## src/rtl/msg_uart_tx.sv

```systemverilog
// msg_uart_tx: transmits a fixed, parameter-defined message as 8N1-style UART
// frames (LSB first), launched by a rising edge on an asynchronous start input.
// An optional even-parity bit is built in when MSG_UART_TX_PARITY_EN is defined.
// Optional idle gap between bytes; repeat mode restarts the message without idling.
module msg_uart_tx #(
    parameter int                   CLK_DIV   = 434,
    parameter int                   MSG_LEN   = 17,
    parameter logic [8*MSG_LEN-1:0] MSG_DATA  = 136'h69206C696B65207665726C6F6720746F6F,
    parameter int                   STOP_BITS = 1,
    parameter int                   GAP_BITS  = 0
) (
    input  logic       clk,
    input  logic       rst,
    input  logic       start,
    input  logic       repeat_en,
    input  logic       abort,
    output logic       tx,
    output logic       busy,
    output logic       done,
    output logic [5:0] byte_idx
);

    typedef enum logic [2:0] {
        IDLE   = 3'd0,
        START  = 3'd1,
        DATA   = 3'd2,
`ifdef MSG_UART_TX_PARITY_EN
        PARITY = 3'd3,
`endif
        STOP   = 3'd4,
        GAP    = 3'd5
    } state_t;

    state_t      state, state_n;
    logic        sync1, sync2, edge_reg;
    logic        start_edge;
    logic [15:0] baud;
    logic        bit_end;
    logic [2:0]  bit_cnt;
    logic        stop_cnt;
    logic [7:0]  gap_cnt;
    logic [7:0]  shreg;
    logic        load;
    logic        eob;
    logic        stop_last;
    logic [5:0]  idx_n;
`ifdef MSG_UART_TX_PARITY_EN
    logic        par;
`endif

    // Byte k of the message; byte 0 is the most-significant byte.
    function automatic logic [7:0] msg_byte(input logic [5:0] k);
        int base;
        base = 8 * (MSG_LEN - int'(k)) - 1;
        return MSG_DATA[base -: 8];
    endfunction

    assign start_edge = sync2 & ~edge_reg;
    assign bit_end    = (baud == 16'd0);
    assign stop_last  = (STOP_BITS == 1) || stop_cnt;
    assign busy       = (state != IDLE);

    // Synchronize the asynchronous start level and keep the previous value for edge detection.
    always_ff @(posedge clk or negedge rst) begin
        if (!rst) begin
            sync1    <= 1'b0;
            sync2    <= 1'b0;
            edge_reg <= 1'b0;
        end else begin
            sync1    <= start;
            sync2    <= sync1;
            edge_reg <= sync2;
        end
    end

    // FSM state register.
    always_ff @(posedge clk or negedge rst) begin
        if (!rst) state <= IDLE;
        else      state <= state_n;
    end

    // Next-state logic; abort overrides everything, including the done pulse.
    always_comb begin
        state_n = state;
        load    = 1'b0;
        idx_n   = byte_idx;
        done    = 1'b0;
        eob     = 1'b0;
        case (state)
            IDLE: begin
                if (start_edge && !abort) begin
                    state_n = START;
                    load    = 1'b1;
                    idx_n   = 6'd0;
                end
            end
            START: if (bit_end) state_n = DATA;
            DATA: begin
                if (bit_end && bit_cnt == 3'd7) begin
`ifdef MSG_UART_TX_PARITY_EN
                    state_n = PARITY;
`else
                    state_n = STOP;
`endif
                end
            end
`ifdef MSG_UART_TX_PARITY_EN
            PARITY: if (bit_end) state_n = STOP;
`endif
            STOP: begin
                if (bit_end && stop_last) begin
                    if (GAP_BITS > 0) state_n = GAP;
                    else              eob     = 1'b1;
                end
            end
            GAP: if (bit_end && gap_cnt == 8'(GAP_BITS - 1)) eob = 1'b1;
            default: state_n = IDLE;
        endcase
        if (eob) begin
            if (byte_idx == 6'(MSG_LEN - 1)) begin
                done = 1'b1;
                if (repeat_en) begin
                    state_n = START;
                    load    = 1'b1;
                    idx_n   = 6'd0;
                end else begin
                    state_n = IDLE;
                end
            end else begin
                state_n = START;
                load    = 1'b1;
                idx_n   = byte_idx + 6'd1;
            end
        end
        if (abort && state != IDLE) begin
            state_n = IDLE;
            load    = 1'b0;
            done    = 1'b0;
        end
    end

    // Bit timing, counters, shift register and byte index.
    always_ff @(posedge clk or negedge rst) begin
        if (!rst) begin
            baud     <= 16'd0;
            bit_cnt  <= 3'd0;
            stop_cnt <= 1'b0;
            gap_cnt  <= 8'd0;
            shreg    <= 8'd0;
            byte_idx <= 6'd0;
`ifdef MSG_UART_TX_PARITY_EN
            par      <= 1'b0;
`endif
        end else begin
            if (state_n == IDLE)                          baud <= 16'd0;
            else if (state_n != state || bit_end || load) baud <= 16'(CLK_DIV - 1);
            else                                          baud <= baud - 16'd1;

            bit_cnt  <= (state == DATA) ? bit_cnt + 3'(bit_end) : 3'd0;
            stop_cnt <= (state == STOP) ? stop_cnt ^ bit_end    : 1'b0;
            gap_cnt  <= (state == GAP)  ? gap_cnt + 8'(bit_end) : 8'd0;

            if (load) begin
                shreg <= msg_byte(idx_n);
`ifdef MSG_UART_TX_PARITY_EN
                par   <= ^msg_byte(idx_n);
`endif
            end else if (state == DATA && bit_end) begin
                shreg <= shreg >> 1;
            end

            if (state_n == IDLE) byte_idx <= 6'd0;
            else if (load)       byte_idx <= idx_n;
        end
    end

    // Line level follows the current bit state; idle and stop/gap are high.
    always_comb begin
        tx = 1'b1;
        case (state)
            START:  tx = 1'b0;
            DATA:   tx = shreg[0];
`ifdef MSG_UART_TX_PARITY_EN
            PARITY: tx = par;
`endif
            default: tx = 1'b1;
        endcase
    end

endmodule

```

## config.mk

```make
export PLATFORM = sky130hd
export DESIGN_NAME = msg_uart_tx
export DESIGN_NICKNAME = d
export VERILOG_FILES = /design/src/rtl/msg_uart_tx.sv
export SDC_FILE = /design/constraint.sdc
export NUM_CORES = 1
export LEC_CHECK = 0
export ABC_CLOCK_PERIOD_IN_PS = 5240
export BUFFER_PORTS_ARGS = -buffer_cell sky130_fd_sc_hd__clkbuf_2
export CAP_MARGIN = 40
export CORE_AREA = 3 3 101 103
export CTS_CLUSTER_DIAMETER = 50
export DETAILED_ROUTE_END_ITERATION = 8
export DIE_AREA = 0 0 104 106
export GPL_ROUTABILITY_DRIVEN = 0
export MAX_ROUTING_LAYER = met4
export SLEW_MARGIN = 25
export SYNTH_ARGS = -nofsm -noshare
export SYNTH_HDL_FRONTEND = slang
export SYNTH_SLANG_ARGS = --single-unit
```

## constraint.sdc

```tcl
create_clock -name clk -period 5.24 [get_ports clk]
set_clock_uncertainty 0.2 [all_clocks]
set_input_delay 1.048 -clock clk [delete_from_list [all_inputs] [get_ports clk]]
set_output_delay 1.048 -clock clk [all_outputs]
set_load 0.02 [all_outputs]
```

==> results of run 1 <==
cells in the mapped netlist, types with 2 or more instances:
master | number | area share, %
nor3_1 | 8 | 1.3
xor2_1 | 11 | 3.1
nor2b_1 | 2 | 0.41
and3_1 | 8 | 1.6
clkbuf_8 | 2 | 0.90
clkbuf_1 | 8 | 0.98
or4b_4 | 2 | 0.90
or2_2 | 3 | 0.61
nand2b_1 | 4 | 0.81
o22ai_1 | 2 | 0.41
and2_1 | 4 | 0.81
and4b_1 | 2 | 0.65
a2111oi_1 | 2 | 0.65
nor4_4 | 2 | 1.4
a31oi_1 | 4 | 0.81
nor2_4 | 3 | 1.1
o21ai_0 | 13 | 2.1
or3_1 | 3 | 0.61
o21ai_1 | 3 | 0.49
a21oi_1 | 23 | 3.7
nand4_1 | 4 | 0.81
a211oi_2 | 4 | 1.6
nand2_1 | 21 | 2.6
dfrtp_1 | 46 | 37
o21a_1 | 2 | 0.49
a211oi_1 | 4 | 0.98
o2111ai_1 | 2 | 0.57
xnor2_1 | 13 | 3.7
or4_1 | 2 | 0.49
nor4_1 | 6 | 1.2
inv_1 | 10 | 1.2
nor2_1 | 47 | 5.7
ha_1 | 8 | 3.3
nand3_1 | 14 | 2.3
and3_2 | 2 | 0.49
and4_1 | 2 | 0.57
worst max-delay path by stage:
stage                            startpoint              endpoint  slack [ps]  cells after the start
after CTS                 baud[0]$_DFF_PN0_  shreg[0]$_DFFE_PN0P_        1000                     16
after global placement                abort  shreg[3]$_DFFE_PN0P_        1080                     13
after floorplan                       abort  shreg[0]$_DFFE_PN0P_        1290                     14
after detailed placement              abort  shreg[0]$_DFFE_PN0P_        1030                     13
final                     baud[0]$_DFF_PN0_  shreg[0]$_DFFE_PN0P_         970                     16
after global routing      baud[0]$_DFF_PN0_  shreg[2]$_DFFE_PN0P_         620                     17
final cells by class:
cell class / count / area (um2)
clock buffer: 5 / 68.82
clock inverter: 3 / 26.28
fill: 984 / 5954
inverter: 11 / 41.29
multi-input combinational: 267 / 1808
sequential: 46 / 1151
tap: 129 / 161.4
timing repair buffer: 14 / 72.57
logic make-up (layout without fill, tap and decap cells):
kind of cell,Yosys count,after routing
simple gates,150,150
compound gates,83,83
flops,46,46
xor+xnor,24,24
buf+inv,23,33
fa+ha+maj,8,8
mux,2,2
routing by layer:
| layer | up-vias | wire (um) |
|---|---|---|
| li1 | 1249 | - |
| met2 | 67 | 3433 |
| met3 | 8 | 250 |
| met5 | - | 0 |
| met1 | 1256 | 3582 |
| met4 | 0 | 82 |
power groups by stage:
| stage | registers, mW | logic [mW] | clock network [mW] |
|---|---|---|---|
| after CTS | 0.519 | 0.671 | 0.250 |
| after detailed placement | 0.526 | 0.667 | 0 |
| after global routing | 0.533 | 0.748 | 0.262 |
| after floorplan | 0.498 | 0.540 | 0 |
| final | 0.520 | 0.669 | 0.239 |
| after global placement | 0.522 | 0.667 | 0 |
critical path, cell delays in order, from the launching register on:
cell       delay (ps)
dfrtp_1           420
inv_1              70
ha_1              180
nor3b_4           300
nand4_2           220
nor4_4            630
nand3_1           310
nand2_1           240
inv_2             100
ha_1              240
inv_1             100
o41ai_1           100
o211a_1           330
nor2_1            120
a2111oi_1          60
a2111oi_1         470
a211oi_2           50
==> impl_metrics.ini, run 1 <==
[cts]
ctsResizeCount = 0
clock_sinks = 46
cts.clk_slew.worst_paths_ps = 110
cts_setup_buffers = 0
insertion_delay_ps = 310
clk_root_buffer_cell = clkbuf_8
clockBufferDepth = 2
cts_buffers = 5
htreeDepth = 2
cts_tree = yes
cts_hold_buf = 0

[timing]
hold_slack_ps = 158.9
layout_setup_ws_ps = 969.2
hold_viol = 0
layout_min_cycle_time_ps = 4271
worst_pin_slew_ps = 780.6
slew_viol_final = 0
rsz0062_at_grt = no
period_share_pct = 81.50
setup_viol = 0
max_slew_margin_pct = 47.48
fmax_mhz = 234.1
setup_tns_ps = 0

[power_and_ir_drop]
p_int_mw = 0.7874
switchingPower_mw = 0.6402
p_per_area_nw_per_um2 = 428.8
ir_worst_vdd_uv = 340.5
switching_share_pct = 44.84
p_clk_share_pct = 16.7
leakage_nw = 1.378
power.total_mw = 1.428
pwr-share-seq_pct = 36.4
combPwrFrac_pct = 46.8

[synthesis]
syn_area_um2 = 3070
synth_ff_type = dfrtp_1
synth.distinct_cells = 76
synthArstFlopShare_pct = 100.0
synth_top_family_by_area = simple AND/OR/NAND/NOR gates
synth_mux_area_share_pct = 0.6927
syn_inst = 336
syn_nets = 349
synth_area_per_cell_um2 = 9.138
synthAdderAreaFrac_pct = 3.260
synth_compound_area_share_pct = 19.40
synth_xor_xnor_area_share_pct = 6.846
synthSimpleGateAreaFrac_pct = 28.69
ys_warn_count = 0
synth_edf_count = 0
synth_seq_cells = 46
synth.yosys.seq_area_share_pct = 37.49

[placement]
post-place-ws_ps = 1029
port_buffers = 13
placed_cell_area_um2 = 3234
dp_cells = 467
hpwl_um = 5388

[drt]
avgRoutedWirePerCell_um = 15.47
drc_errors = 0
drtPass1Iterations = 5
routed_wirelength_um = 7348
drtIter0Drc = 210
dr_total_vias = 2580
ant_nets = 0
viasPerCell = 5.432

[layout]
top_regs = baud (16), gap_cnt (8), shreg (7)
fin_area_um2 = 3329
final_nets = 358
final_common_cell = nor2_1
post-route-util_pct = 35.86
fin_cells = 475
layout_common_cells = 47 x nor2_1, 46 x dfrtp_1, 23 x a21oi_1
n_antenna_cell = 0
drive_gt1_share_pct = 16.18
largest_register_ff_count = 16
area_growth_pct = 8.435
regMostFlops = baud

[hold_path]
whs_path_depth = 0
hp-class = flip-flop to flip-flop
min_from = sync1$_DFF_PN0_
min_to = sync2$_DFF_PN0_

[worst_setup_path]
crit_required_ps = 5220
endpoint_kind = flip-flop
reg2reg_depth = 16
path_class = flip-flop to flip-flop
arrival_ps = 4250
r2r_start = baud[0]$_DFF_PN0_
r2r_slack_ps = 970
critPathLaunchType = flip-flop
cp_max_fo = 9
reg2reg_to = shreg[0]$_DFFE_PN0P_

[global_route]
grtUsageMet3_pct = 2.186
grt_first_pass_wirelength_um = 12590
grt_overflow_total = 0
grt.busiest_layer = met2
gr-usage-met1_pct = 19.15
use_met2_pct = 22.10
grt_max_degree = 47
grt_antenna_before_repair = 0
grt_util_all_layers_pct = 14.12
first_global_vias = 2525

[job]
max_cap_viol_count = 0

[status]
outcome = finished, final reports clean

[die]
die_y_um = 106
initial_core_util_pct = 33.07
dieArea_um2 = 11020
rows = 35
ioPinCount = 14
core_um2 = 9284
fp.dieW_um = 104
(Power assumes the default switching activity.)
==> run 2: changes to the inputs <==
--- a/config.mk
+++ b/config.mk
@@ -5,7 +5,7 @@
 export SDC_FILE = /design/constraint.sdc
 export NUM_CORES = 1
 export LEC_CHECK = 0
-export ABC_CLOCK_PERIOD_IN_PS = 5240
+export ABC_CLOCK_PERIOD_IN_PS = 3990
 export BUFFER_PORTS_ARGS = -buffer_cell sky130_fd_sc_hd__clkbuf_2
 export CAP_MARGIN = 40
 export CORE_AREA = 3 3 101 103
==> constraint.sdc (replaced) <==
create_clock -name clk -period 3.99 [get_ports clk]
set_clock_uncertainty 0.2 [all_clocks]
set_input_delay 0.798 -clock clk [delete_from_list [all_inputs] [get_ports clk]]
set_output_delay 0.798 -clock clk [all_outputs]
set_load 0.02 [all_outputs]
==> impl_metrics.ini, run 2 (synthesized netlist as in run 1, its figures left out) <==
[cts]
insertion_delay_ps = 300
clk_root_buffer_cell = clkbuf_8
cts.clk_slew.worst_paths_ps = 90
cts_tree = yes
cts_buffers = 5
htreeDepth = 2
clockBufferDepth = 2
clock_sinks = 46
cts_hold_buf = 0

[job]
max_cap_viol_count = 0

[die]
die_y_um = 106
ioPinCount = 14
dieArea_um2 = 11020
rows = 35
fp.dieW_um = 104
core_um2 = 9284
initial_core_util_pct = 33.07

[placement]
hpwl_um = 5612
placed_cell_area_um2 = 3369
port_buffers = 13
post-place-ws_ps = 121.5
dp_cells = 485

[layout]
largest_register_ff_count = 16
top_regs = baud (16), gap_cnt (8), shreg (7)
drive_gt1_share_pct = 23.64
regMostFlops = baud
area_growth_pct = 17.81
final_common_cell = nor2_1
layout_common_cells = 47 x nor2_1, 46 x dfrtp_1, 23 x a21oi_1
multi_input_comb_area_um2 = 1863
seq_area_um2 = 1151
final_nets = 380
post-route-util_pct = 38.96
fill_cells = 978
fin_cells = 497
fin_area_um2 = 3617
n_antenna_cell = 0

[timing]
max_slew_margin_pct = 55.08
fmax_mhz = 264.1
worst_pin_slew_ps = 666.8
slew_viol_final = 0
layout_min_cycle_time_ps = 3787
hold_slack_ps = 160.4
period_share_pct = 94.90
setup_tns_ps = 0
setup_viol = 0
layout_setup_ws_ps = 203.4
hold_viol = 0

[worst_setup_path]
slowest_stage = or4_4
cp_max_fo = 5
critPathLaunchType = flip-flop
crit_buf_inv = 2
r2r_slack_ps = 200
slowest_delay_ps = 590
path_class = flip-flop to flip-flop
crit_required_ps = 3970
arrival_ps = 3770
cp_cell_sequence = or4_4, nor4_4, buf_4, nand2_4, o22a_2, nor2_1, a31oi_1, ha_1, inv_1, o41ai_1, o211ai_1, nand2_1, nor2_1, a211oi_1, a311oi_1, nor2_1
path_delay_family = simple AND/OR/NAND/NOR gates
endpoint_kind = flip-flop
crit_path_frequent_cell = nor2_1

[global_route]
grt_antenna_before_repair = 0
grt_util_all_layers_pct = 14.76
grt_first_pass_wirelength_um = 13210
grt_max_degree = 31
grt_overflow_total = 0
first_global_vias = 2658

[hold_path]
hp-class = flip-flop to flip-flop

[power_and_ir_drop]
ir_worst_vdd_uv = 410.5
p_per_area_nw_per_um2 = 595.8
p_clk_share_pct = 19.7
power.total_mw = 2.155
p_int_mw = 1.293
combPwrFrac_pct = 49.2
pwr-share-seq_pct = 31.1
switching_share_pct = 40.01
switchingPower_mw = 0.8624
leakage_nw = 1.524

[drt]
drtIter0Drc = 268
drc_errors = 0
viasPerCell = 5.338
drtPass1Iterations = 5
dr_total_vias = 2653
routed_wirelength_um = 7696
avgRoutedWirePerCell_um = 15.48
ant_nets = 0

[status]
outcome = finished, final reports clean
-- run 2: area by class of cell --
class | count | share of cell area, %
Clock buffer | 6 | 2.283
Timing Repair Buffer | 36 | 7.126
Multi-Input combinational cell | 267 | 51.50
Clock inverter | 2 | 1.660
Tap cell | 129 | 4.462
Inverter | 11 | 1.141
Sequential cell | 46 | 31.82
-- run 2: final timing paths --
check | startpoint | end | cells after the start
max in group asynchronous | rst | shreg[1]$_DFFE_PN0P_ | 3
worst max-delay path | baud[12]$_DFF_PN0_ | shreg[2]$_DFFE_PN0P_ | 16
min in group asynchronous | rst | baud[6]$_DFF_PN0_ | 1
worst max register to register | baud[12]$_DFF_PN0_ | shreg[2]$_DFFE_PN0P_ | 16
worst min register to register | sync1$_DFF_PN0_ | sync2$_DFF_PN0_ | 0
worst min-delay path | sync1$_DFF_PN0_ | sync2$_DFF_PN0_ | 0
-- run 2: repair_timing --
action                                  4_1_cts  5_1_grt
setup buffers                                 0        3
endpoints found under the hold margin         0        0
resized for setup                             0       11
endpoints found under the setup margin        0        7
-- run 2: worst reg2reg max path, delay by kind of cell (launching register included) --
family          cells  cell delay, ps
simple gates        7            1400
buf+inv             2             320
fa+ha+maj           1             260
flops               1             450
compound gates      6            1050
-- run 2: routing by layer --
layer	global-route usage [%]	up-vias	routed length, um
li1	-	1292	-
met1	20.50	1276	3737
met2	22.66	72	3482
met3	2.368	13	367
met4	3.609	0	108
met5	-	-	0
-- run 2: power groups by stage --
stage | sequential (mW) | combinational, mW | clock, mW
final | 0.670 | 1.06 | 0.424
after global routing | 0.691 | 1.18 | 0.457
after CTS | 0.668 | 1.01 | 0.439
after detailed placement | 0.675 | 1.00 | 0
after global placement | 0.674 | 0.996 | 0
after floorplan | 0.654 | 0.709 | 0
